**src/rtl/pc_unit.sv**
```systemverilog
// Fetch-stage program counter: registered PC with fetch handshake, buffered branch
// redirects, exception/eret override and fetch-address fault detection.
module pc_unit #(
  parameter logic [31:0] RESET_PC   = 32'h0000_3000,
  parameter logic [31:0] EXC_VECTOR = 32'h0000_4180,
  parameter logic [31:0] IMEM_BASE  = 32'h0000_3000,
  parameter logic [31:0] IMEM_SIZE  = 32'h0000_4000,
  parameter bit          DELAY_SLOT = 1'b1
) (
  input  logic        clk,
  input  logic        reset,
  input  logic        stall,
  input  logic        req,
  input  logic        eret,
  input  logic [31:0] epc,
  input  logic        d_valid,
  input  logic [2:0]  jump_op,
  input  logic        zero,
  input  logic [31:0] offset,
  input  logic [25:0] instr_index,
  input  logic [31:0] reg_target,
  input  logic [31:0] direct_target,
  input  logic [31:0] pc_d,
  input  logic        if_ready,
  output logic        if_valid,
  output logic [31:0] pc,
  output logic        fetch_adel,
  output logic        flush_f,
  output logic        redirect_pending
);

  localparam logic [31:0] IMEM_END = IMEM_BASE + IMEM_SIZE;

  localparam logic [2:0] OP_SEQ    = 3'b000;
  localparam logic [2:0] OP_BEQ    = 3'b001;
  localparam logic [2:0] OP_BNE    = 3'b100;
  localparam logic [2:0] OP_J      = 3'b010;
  localparam logic [2:0] OP_JR     = 3'b011;
  localparam logic [2:0] OP_DIRECT = 3'b101;

  typedef enum logic {RUN, HOLD} state_t;

  state_t      state_reg;
  logic [31:0] pc_reg;
  logic [31:0] pend_pc_reg;

  logic [31:0] pc_seq;
  logic [31:0] branch_target;
  logic [31:0] jump_target;
  logic [31:0] target;
  logic        taken;
  logic        adv;

  assign pc_seq        = pc_reg + 32'd4;
  assign branch_target = pc_d + 32'd4 + {offset[29:0], 2'b00};
  assign jump_target   = {pc_d[31:28], instr_index, 2'b00};

  // Resolve whether the D-stage instruction redirects fetch, and where to.
  always_comb begin
    taken  = 1'b0;
    target = pc_seq;
    unique case (jump_op)
      OP_BEQ: begin
        taken  = zero;
        target = branch_target;
      end
      OP_BNE: begin
        taken  = !zero;
        target = branch_target;
      end
      OP_J: begin
        taken  = 1'b1;
        target = jump_target;
      end
      OP_JR: begin
        taken  = 1'b1;
        target = reg_target;
      end
      OP_DIRECT: begin
        taken  = 1'b1;
        target = direct_target;
      end
      OP_SEQ: begin
        taken  = 1'b0;
        target = pc_seq;
      end
      default: begin
        taken  = 1'b0;
        target = pc_seq;
      end
    endcase
    taken = taken & d_valid;
  end

  // A faulting fetch never goes to memory, so it completes without if_ready.
  assign fetch_adel = (pc_reg[1:0] != 2'b00) | (pc_reg < IMEM_BASE) | (pc_reg >= IMEM_END);
  assign if_valid   = !reset & !fetch_adel;
  assign adv        = !stall & (if_ready | fetch_adel);

  assign pc               = pc_reg;
  assign flush_f          = !DELAY_SLOT & taken;
  assign redirect_pending = (state_reg == HOLD);

  always_ff @(posedge clk or posedge reset) begin
    if (reset) begin
      pc_reg      <= RESET_PC;
      state_reg   <= RUN;
      pend_pc_reg <= '0;
    end else if (req) begin
      pc_reg    <= EXC_VECTOR;
      state_reg <= RUN;
    end else if (eret) begin
      pc_reg    <= epc;
      state_reg <= RUN;
    end else if (!DELAY_SLOT) begin
      // Without a delay slot the F instruction is squashed, so redirect at once.
      state_reg <= RUN;
      if (taken) begin
        pc_reg <= target;
      end else if (adv) begin
        pc_reg <= pc_seq;
      end
    end else if (state_reg == HOLD) begin
      // Delay-slot fetch still outstanding; a second taken branch is ignored.
      if (adv) begin
        pc_reg    <= pend_pc_reg;
        state_reg <= RUN;
      end
    end else if (taken) begin
      if (adv) begin
        pc_reg <= target;
      end else begin
        pend_pc_reg <= target;
        state_reg   <= HOLD;
      end
    end else if (adv) begin
      pc_reg <= pc_seq;
    end
  end

endmodule

```
**config.mk**
```make
export PLATFORM = sky130hd
export DESIGN_NAME = pc_unit
export DESIGN_NICKNAME = d
export VERILOG_FILES = /design/src/rtl/pc_unit.sv
export SDC_FILE = /design/constraint.sdc
export NUM_CORES = 1
export LEC_CHECK = 0
export BUFFER_PORTS_ARGS = -buffer_cell sky130_fd_sc_hd__buf_2
export CORE_MARGIN = 2
export CORE_UTILIZATION = 40
export DETAILED_ROUTE_END_ITERATION = 7
export PLACE_DENSITY_LB_ADDON = 0.12
export SLEW_MARGIN = 0
export SYNTH_ARGS = -nofsm -noshare
export SYNTH_HDL_FRONTEND = slang
export SYNTH_SLANG_ARGS = --single-unit
export TNS_END_PERCENT = 100
```
**constraint.sdc**
```tcl
create_clock -name clk -period 7.6 [get_ports clk]
set_clock_uncertainty 0.15 [all_clocks]
set_input_delay 1.52 -clock clk [delete_from_list [all_inputs] [get_ports clk]]
set_output_delay 1.52 -clock clk [all_outputs]
set_load 0.05 [all_outputs]
```
==> metrics.yaml, run 1 <==
dp_slack_ns: 2.733
crit_start: "offset[1]"
cpPeakStageDelay_ns: 0.66
cp_max_fo: 3
synth_flop_cell: "dfrtp_1"
synthesis.nets: 1225
htreeDepth: 3
nets: 1412
final-max-slew-violation-count: 0
synth.ff_latch_count: 65
fin_setup_tns_ns: 0
cp_slowest_cell: "o311ai_0"
post-route-period-util: 0.6003
clkTransAtPathRegs_ns: 0.05
syn_avg_cell_area_um2: 7.576
cts_hold_buf: 0
cts_max_path_buffers: 2
vias_per_cell: 5.720
power.internal_uw: 909.7
vias: 7951
required_ns: 7.64
synth_sequential_area_ratio: 0.2221
overflow: 0
seq_area_um2: 1629
ios: 233
critPathMostFrequentCell: "ha_1"
initial_utilization: 0.4082
grt_antenna_before_repair: 2
grt_pass1_wl_um: 41060
dpl.hpwl_um: 19510
relSlewSlack: 0.3200
cts_root_buf: "clkbuf_16"
synth.distinct_cells: 74
synth-edff-count: 0
syn_to_final_growth_pct: 21.43
timing.rr.start: "pc[29]$_DFFE_PP0P_"
cap_violations: 0
finalHoldViolCount: 0
setup_ws_ns: 3.038
rsz0062_at_grt: "no"
first_global_vias: 7605
finalWorstPathRequiredPeriod_ns: 4.562
io_buffers: 229
swShare: 0.3805
cts_sinks: 65
p_leak_nw: 4.234
ctsResizeCount: 0
setup.worst_path.end: "pend_pc_reg[29]$_DFFE_PP0P_"
cp.arrival_ns: 4.60
r2r_slack_ns: 4.09
cts_tree: "done"
r2r_end: "pend_pc_reg[23]$_DFFE_PP0P_"
end_kind: "flop"
p_per_area_nw_per_um2: 164.9
core.rowCount: 49
drt-total-wl_um: 25950
drive_gt1_frac: 0.2440
numCtsBuffers: 9
fmax_mhz: 219.2
drt_iter0_drc: 486
syn-cell-area_um2: 7333
globalplace.congestion: 0.9208
dpl.cell_count: 1373
multi_input_area_um2: 5348
hp-class: "flop to flop"
instances_no_fill: 1390
grt_max_degree: 70
detail-route-antenna-nets: 0
insertion_delay_ns: 0.34
yosysWarnings: 0
synthArstFlopShare: 1.000
drc_errors: 0
die_h_um: 139.4
wl_per_cell_um: 18.67
seqPwrFrac: 0.318
dr.pass1.iters: 5
track_usage: 0.2623
synthCells: 968
critPathLaunchType: "input pin"
fillCellCount: 1917
power.switching_uw: 558.8
core_um2: 17960
clkPwrFrac: 0.282
die_area_um2: 19430
status: "completed"
reg2reg_depth: 9
setup-violations-final: 0
combPwrFrac: 0.400
worst_pin_slew_ns: 1.017
cts_setup_buffers: 0
path_cells: "buf_2 > ha_1 > ha_1 > inv_1 > fa_1 > nor2b_1 > o2111a_1 > o2111ai_1 > or3b_1 > a31oi_1 > nor2_1 > o311ai_0 > a2bb2oi_1"
crit_type: "input pin to flop"
ir_drop_mv: 0.1234
die_w_um: 139.4
cell usage after synthesis, drive strengths merged (15+ instances only):
cell | instances | area [um2]
a211oi | 24 | 180.2
a21o | 15 | 112.6
a21oi | 88 | 440.4
a22o | 32 | 280.3
clkbuf | 55 | 206.5
dfrtp | 63 | 1577
ha | 59 | 738.2
inv | 27 | 101.4
nand2 | 109 | 411.7
nand3 | 41 | 210.2
nand4 | 15 | 100.1
nor2 | 68 | 255.2
nor2b | 38 | 237.7
nor3 | 17 | 101.4
o21ai | 84 | 420.4
xnor2 | 27 | 236.5
xor2 | 25 | 219.0
how the worst min path moves through the flow:
| stage | from | end | cells past startpoint | slack (ns) |
|---|---|---|---|---|
| after floorplan | pend_pc_reg[10]$_DFFE_PP0P_ | pend_pc_reg[10]$_DFFE_PP0P_ | 2 | 0.30 |
| after global placement | pend_pc_reg[26]$_DFFE_PP0P_ | pend_pc_reg[26]$_DFFE_PP0P_ | 1 | 0.31 |
| after detailed placement | pend_pc_reg[14]$_DFFE_PP0P_ | pend_pc_reg[14]$_DFFE_PP0P_ | 1 | 0.32 |
| after CTS | pend_pc_reg[14]$_DFFE_PP0P_ | pend_pc_reg[14]$_DFFE_PP0P_ | 1 | 0.33 |
| after global routing | pend_pc_reg[26]$_DFFE_PP0P_ | pend_pc_reg[26]$_DFFE_PP0P_ | 1 | 0.34 |
| final | pend_pc_reg[14]$_DFFE_PP0P_ | pend_pc_reg[14]$_DFFE_PP0P_ | 1 | 0.33 |
metrics by stage:
stage	hold slack, ns	total power, mW	cell area [um2]	utilization
after floorplan	0.2964	0.8661	7333	-
after global placement	0.3102	1.047	8612	0.4794
after detailed placement	0.3159	1.054	8612	0.4794
after CTS	0.3278	1.472	8902	0.4956
after global routing	0.3430	1.559	8902	0.4956
final	0.3259	1.469	8905	0.4957
worst max-delay path, delay by kind of cell:
family | cells | cell delay, ns
AO/OA/AOI/OAI | 5 | 1.63
AND/OR/NAND/NOR | 3 | 0.57
buffers and inverters | 2 | 0.17
adder cells (fa/ha/maj) | 3 | 0.72
area by class of cell:
class / count / area share
antenna: 1 / 0.0002810
clock buffer: 13 / 0.02810
clock inverter: 3 / 0.004496
inverter: 28 / 0.01180
multi-input combinational: 809 / 0.6005
sequential: 65 / 0.1829
tap: 229 / 0.03218
timing repair buffer: 242 / 0.1397
power groups by stage:
stage | registers [mW] | clock network, mW | logic, mW
final | 0.466 | 0.415 | 0.587
after global routing | 0.475 | 0.432 | 0.652
after CTS | 0.465 | 0.421 | 0.587
after detailed placement | 0.471 | 0 | 0.583
after global placement | 0.469 | 0 | 0.578
after floorplan | 0.503 | 0 | 0.363
logic make-up after synthesis:
family                   after synthesis  synth area share
adder cells (fa/ha/maj)               60            0.1034
AND/OR/NAND/NOR                      336            0.2293
multiplexers                          21           0.03037
AO/OA/AOI/OAI                        339            0.3027
buffers and inverters                 94           0.04948
XOR/XNOR                              52           0.06211
other                                  1         0.0005114
flip-flops                            65            0.2221
metal layers:
metal  share of wire  wire (um)  up-vias  global-route usage
met5         0.00027          7        -                   0
met4           0.014        364        2             0.06114
met3           0.054       1397       30             0.03785
met2            0.46      11860      258              0.4249
met1            0.47      12320     3711              0.3706
li1                -          -     3950                   -
placed cells by master (no fill, tap or decap), types with 32 or more instances in the layout:
cell type    n
a22o_1      32
buf_2      229
a21oi_1     88
o21ai_0     84
ha_1        59
nand2_1    108
nand3_1     40
nor2_1      68
dfrtp_1     63
nor2b_1     38
Power figures use the tool's default switching activity.
==> run 2, diff against run 1 <==
ABC_AREA = 1   (was default)
clock period = 4.4 ns   (was 7.6 ns; I/O delays follow)
==> run 2 against run 1 <==
  * Final area is 8.7% higher
  * Wire length is 12% higher
  * Clock-buffer cell count is 1 higher
  * Cell count is 35% higher
  * Non-clock buffer count is 2 lower
  * Global-route usage is 0.93 points higher
  * Largest power group unchanged
  * Via count is 20% higher
  * Combinational power is 93% higher
  * Clock power is 57% higher
  * Sequential share of layout area is 1.5 points lower
  * Setup slack worse by 1.8 ns
  * Die area is 10% higher
==> metrics.yaml, run 2 <==
overflow: 0  # unchanged
track_usage: 0.2716  # was 0.2623
cts_sinks: 65  # unchanged
grt_pass1_wl_um: 46180  # was 41,060 um
synth_compound_area_frac: 0.1209  # was 0.3027
cap_violations: 0  # unchanged
grt_antenna_before_repair: 0  # was 2
r2r_end: "pend_pc_reg[8]$_DFFE_PP0P_"  # was pend_pc_reg[23]$_DFFE_PP0P_
muxShareOfSynthArea: 0  # was 0.03037
synthCells: 1389  # was 968
numCtsBuffers: 9  # unchanged
ir_drop_mv: 0.2123  # was 0.1234 mV
htreeDepth: 3  # unchanged
worst_pin_slew_ns: 0.8533  # was 1.017 ns
seq_area_um2: 1629  # unchanged
p_leak_nw: 5.597  # was 4.234 nW
post-synth-top-area-cell: "nand2_1"  # was dfrtp_1
path_cells: "buf_2 > ha_1 > ha_1 > nand2_1 > inv_1 > nand2_1 > nand2_1 > nand3b_1 > nand2_1 > nand2_1 > o21ai_1 > nand2_1 > nand2_1 > nand2_1 > nand2_1 > nand2_1 > nand2_1"  # was buf_2 > ha_1 > ha_1 > inv_1 > fa_1 > nor2b_1 > o2111a_1 > o2111ai_1 > or3b_1 > a31oi_1 > nor2_1 > o311ai_0 > a2bb2oi_1
required_ns: 4.52  # was 7.64 ns
core_um2: 20040  # was 17,960 um2
relSlewSlack: 0.4305  # was 0.3200
syn-cell-area_um2: 8092  # was 7333 um2
cts_max_path_buffers: 2  # unchanged
combPwrFrac: 0.436  # was 0.400
swShare: 0.4254  # was 0.3805
yosys-top-cells-count: "nand2_1, inv_1, nor2_1"  # was nand2_1, a21oi_1, o21ai_0
syn_to_final_growth_pct: 19.59  # was 21.43%
synth-xor-area-share: 0.02057  # was 0.06211
synth_flop_cell: "dfrtp_1"  # unchanged
nets: 1854  # was 1,412
critPathMostFrequentCell: "nand2_1"  # was ha_1
clkPwrFrac: 0.253  # was 0.282
multi_input_area_um2: 5520  # was 5348 um2
cp_max_fo: 5  # was 3
setup-violations-final: 0  # unchanged
cp.arrival_ns: 3.30  # was 4.60 ns
post-route-period-util: 0.7236
synth_fa_ha_area_frac: 0.09371  # was 0.1034
mostFrequentLayoutCell: "nand2_1"  # was buf_2
vias: 9506  # was 7,951
critPathLaunchType: "input pin"  # unchanged
clkTransAtPathRegs_ns: 0.05  # about the same
synth.ff_latch_count: 65  # unchanged
power.switching_mw: 1.100  # was 558.8 uW
ctsResizeCount: 0  # unchanged
synth_sequential_area_ratio: 0.2013  # was 0.2221
drive_gt1_frac: 0.1968  # was 0.2440
yosysWarnings: 0  # unchanged
synth.distinct_cells: 56  # was 74
drt_iter0_drc: 706  # was 486
synth_area_leaders: "nand2_1, dfrtp_1, ha_1, inv_1, nand3_1"  # was dfrtp_1, ha_1, a21oi_1, o21ai_0, nand2_1
core.rowCount: 52  # was 49
cpPeakStageDelay_ns: 0.37  # was 0.66 ns
synth-edff-count: 0  # unchanged
stdcell_area_um2: 9677  # was 8905 um2
vias_per_cell: 5.081  # was 5.720
crit_type: "input pin to flop"  # unchanged
dpl_cell_area_um2: 9418  # was 8612 um2
detail-route-antenna-nets: 0  # unchanged
p_per_area_nw_per_um2: 267.1  # was 164.9 nW/um2
die_w_um: 146.2  # was 139.4 um
initial_utilization: 0.4038  # was 0.4082
post-route-util: 0.4829  # was 0.4957
fmax_mhz: 314.1
power.total_mw: 2.585  # was 1.469 mW
status: "completed"  # unchanged
dr.pass1.iters: 5  # unchanged
fillCellCount: 2256  # was 1,917
setup.worst_path.end: "pc[12]$_DFFE_PP1P_"  # was pend_pc_reg[29]$_DFFE_PP0P_
synth_most_common_cell: "nand2_1"  # unchanged
cts_root_buf: "clkbuf_16"  # unchanged
fin_setup_tns_ns: 0  # unchanged
synth_top_family_by_area: "simple AND/OR/NAND/NOR gates"  # was compound AO/OA/AOI/OAI gates
die_area_um2: 21380  # was 19,430 um2
synthSimpleGateAreaFrac: 0.4466  # was 0.2293
dpl.hpwl_um: 22980  # was 19,510 um
r2r_slack_ns: 1.62  # was 4.09 ns
drc_errors: 0  # unchanged
cts_hold_buf: 0  # unchanged
cts_setup_buffers: 0  # unchanged
yosysTopAreaCellShare: 0.2445  # was 0.2150
final-max-slew-violation-count: 0  # unchanged
seqPwrFrac: 0.311  # was 0.318
end_kind: "flop"  # unchanged
finalHoldViolCount: 0  # unchanged
finalWorstPathRequiredPeriod_ns: 3.184
drt-total-wl_um: 29110  # was 25,950 um
crit_start: "offset[9]"  # was offset[1]
insertion_delay_ns: 0.33  # was 0.34 ns
hp-class: "flop to flop"  # unchanged
timing.rr.start: "pc[12]$_DFFE_PP1P_"  # was pc[29]$_DFFE_PP0P_
cts_tree: "done"  # unchanged
synthArstFlopShare: 1.000  # unchanged
ios: 233  # unchanged
antenna_cells: 0  # was 1
final_cell_mix: "nand2_1, buf_2, inv_1"  # was buf_2, nand2_1, a21oi_1
power.internal_mw: 1.485  # was 909.7 uW
grt_max_degree: 46  # was 70
wl_per_cell_um: 15.56  # was 18.67 um
first_global_vias: 8741  # was 7,605
io_buffers: 229  # unchanged
whs_ns: 0.3287  # was 0.3259 ns
syn_avg_cell_area_um2: 5.825  # was 7.576 um2
rsz0062_at_grt: "no"  # unchanged
globalplace.congestion: 0.9617  # was 0.9208
synthesis.nets: 1646  # was 1,225
reg2reg_depth: 11  # was 9
cp_slowest_cell: "ha_1"  # was o311ai_0
die_h_um: 146.2  # was 139.4 um
[run 2: cell count changes after synthesis, sizes merged, moves of 38 or more]
cell	delta
nor2	+82
nor2b	-38
clkbuf	-40
inv	+158
nand3	+83
nand2	+433
[run 2: layer usage]
metal	routed length, um	track usage	up-vias
met3	2150	0.04844	29
met4	585	0.05922	0
met2	12890	0.4347	342
met5	0	0	-
li1	-	-	4844
met1	13490	0.3836	4291
[run 2: worst max-delay path, delay by kind of cell]
kind	cells	cell delay, ns
compound gates	1	0.32
simple gates	12	1.30
fa+ha+maj	2	0.65
buf+inv	2	0.15
[run 2: logic make-up after synthesis]
family / after synthesis
other cells: 1
buf+inv: 229
flops: 65
xor+xnor: 19
fa+ha+maj: 60
simple gates: 859
compound gates: 156
[run 2: worst min path at each step]
stage / start / to / slack [ns] / cells after the start
2_1_floorplan: pend_pc_reg[5]$_DFFE_PP0P_ / pend_pc_reg[5]$_DFFE_PP0P_ / 0.29 / 2
3_3_place_gp: pend_pc_reg[29]$_DFFE_PP0P_ / pend_pc_reg[29]$_DFFE_PP0P_ / 0.31 / 2
3_5_place_dp: pend_pc_reg[29]$_DFFE_PP0P_ / pend_pc_reg[29]$_DFFE_PP0P_ / 0.31 / 2
4_1_cts: pend_pc_reg[0]$_DFFE_PP0P_ / pend_pc_reg[0]$_DFFE_PP0P_ / 0.33 / 2
5_1_grt: pend_pc_reg[2]$_DFFE_PP0P_ / pend_pc_reg[2]$_DFFE_PP0P_ / 0.34 / 2
6_report: pend_pc_reg[22]$_DFFE_PP0P_ / pend_pc_reg[22]$_DFFE_PP0P_ / 0.33 / 2
[run 2: layout make-up]
type | count | area share
Multi-Input combinational cell | 1095 | 0.5705
Sequential cell | 65 | 0.1683
Clock inverter | 1 | 0.0005172
Timing Repair Buffer | 240 | 0.1270
Tap cell | 270 | 0.03491
Clock buffer | 14 | 0.02625
Inverter | 186 | 0.07254
[run 2: power by group through the flow]
stage,combinational (mW),clock [mW],sequential [mW]
after CTS,1.13,0.660,0.803
after global placement,1.11,0,0.809
after floorplan,0.685,0,0.889
after detailed placement,1.12,0,0.811
after global routing,1.27,0.683,0.819
final,1.13,0.653,0.805
[run 2: metrics by stage]
step | worst slack (ns) | instances
final | 1.216 | 1871
after global placement | 0.9261 | 1856
after CTS | 1.235 | 1871
after global routing | 1.016 | 1871
after detailed placement | 0.9176 | 1856
after floorplan | 1.151 | 1389
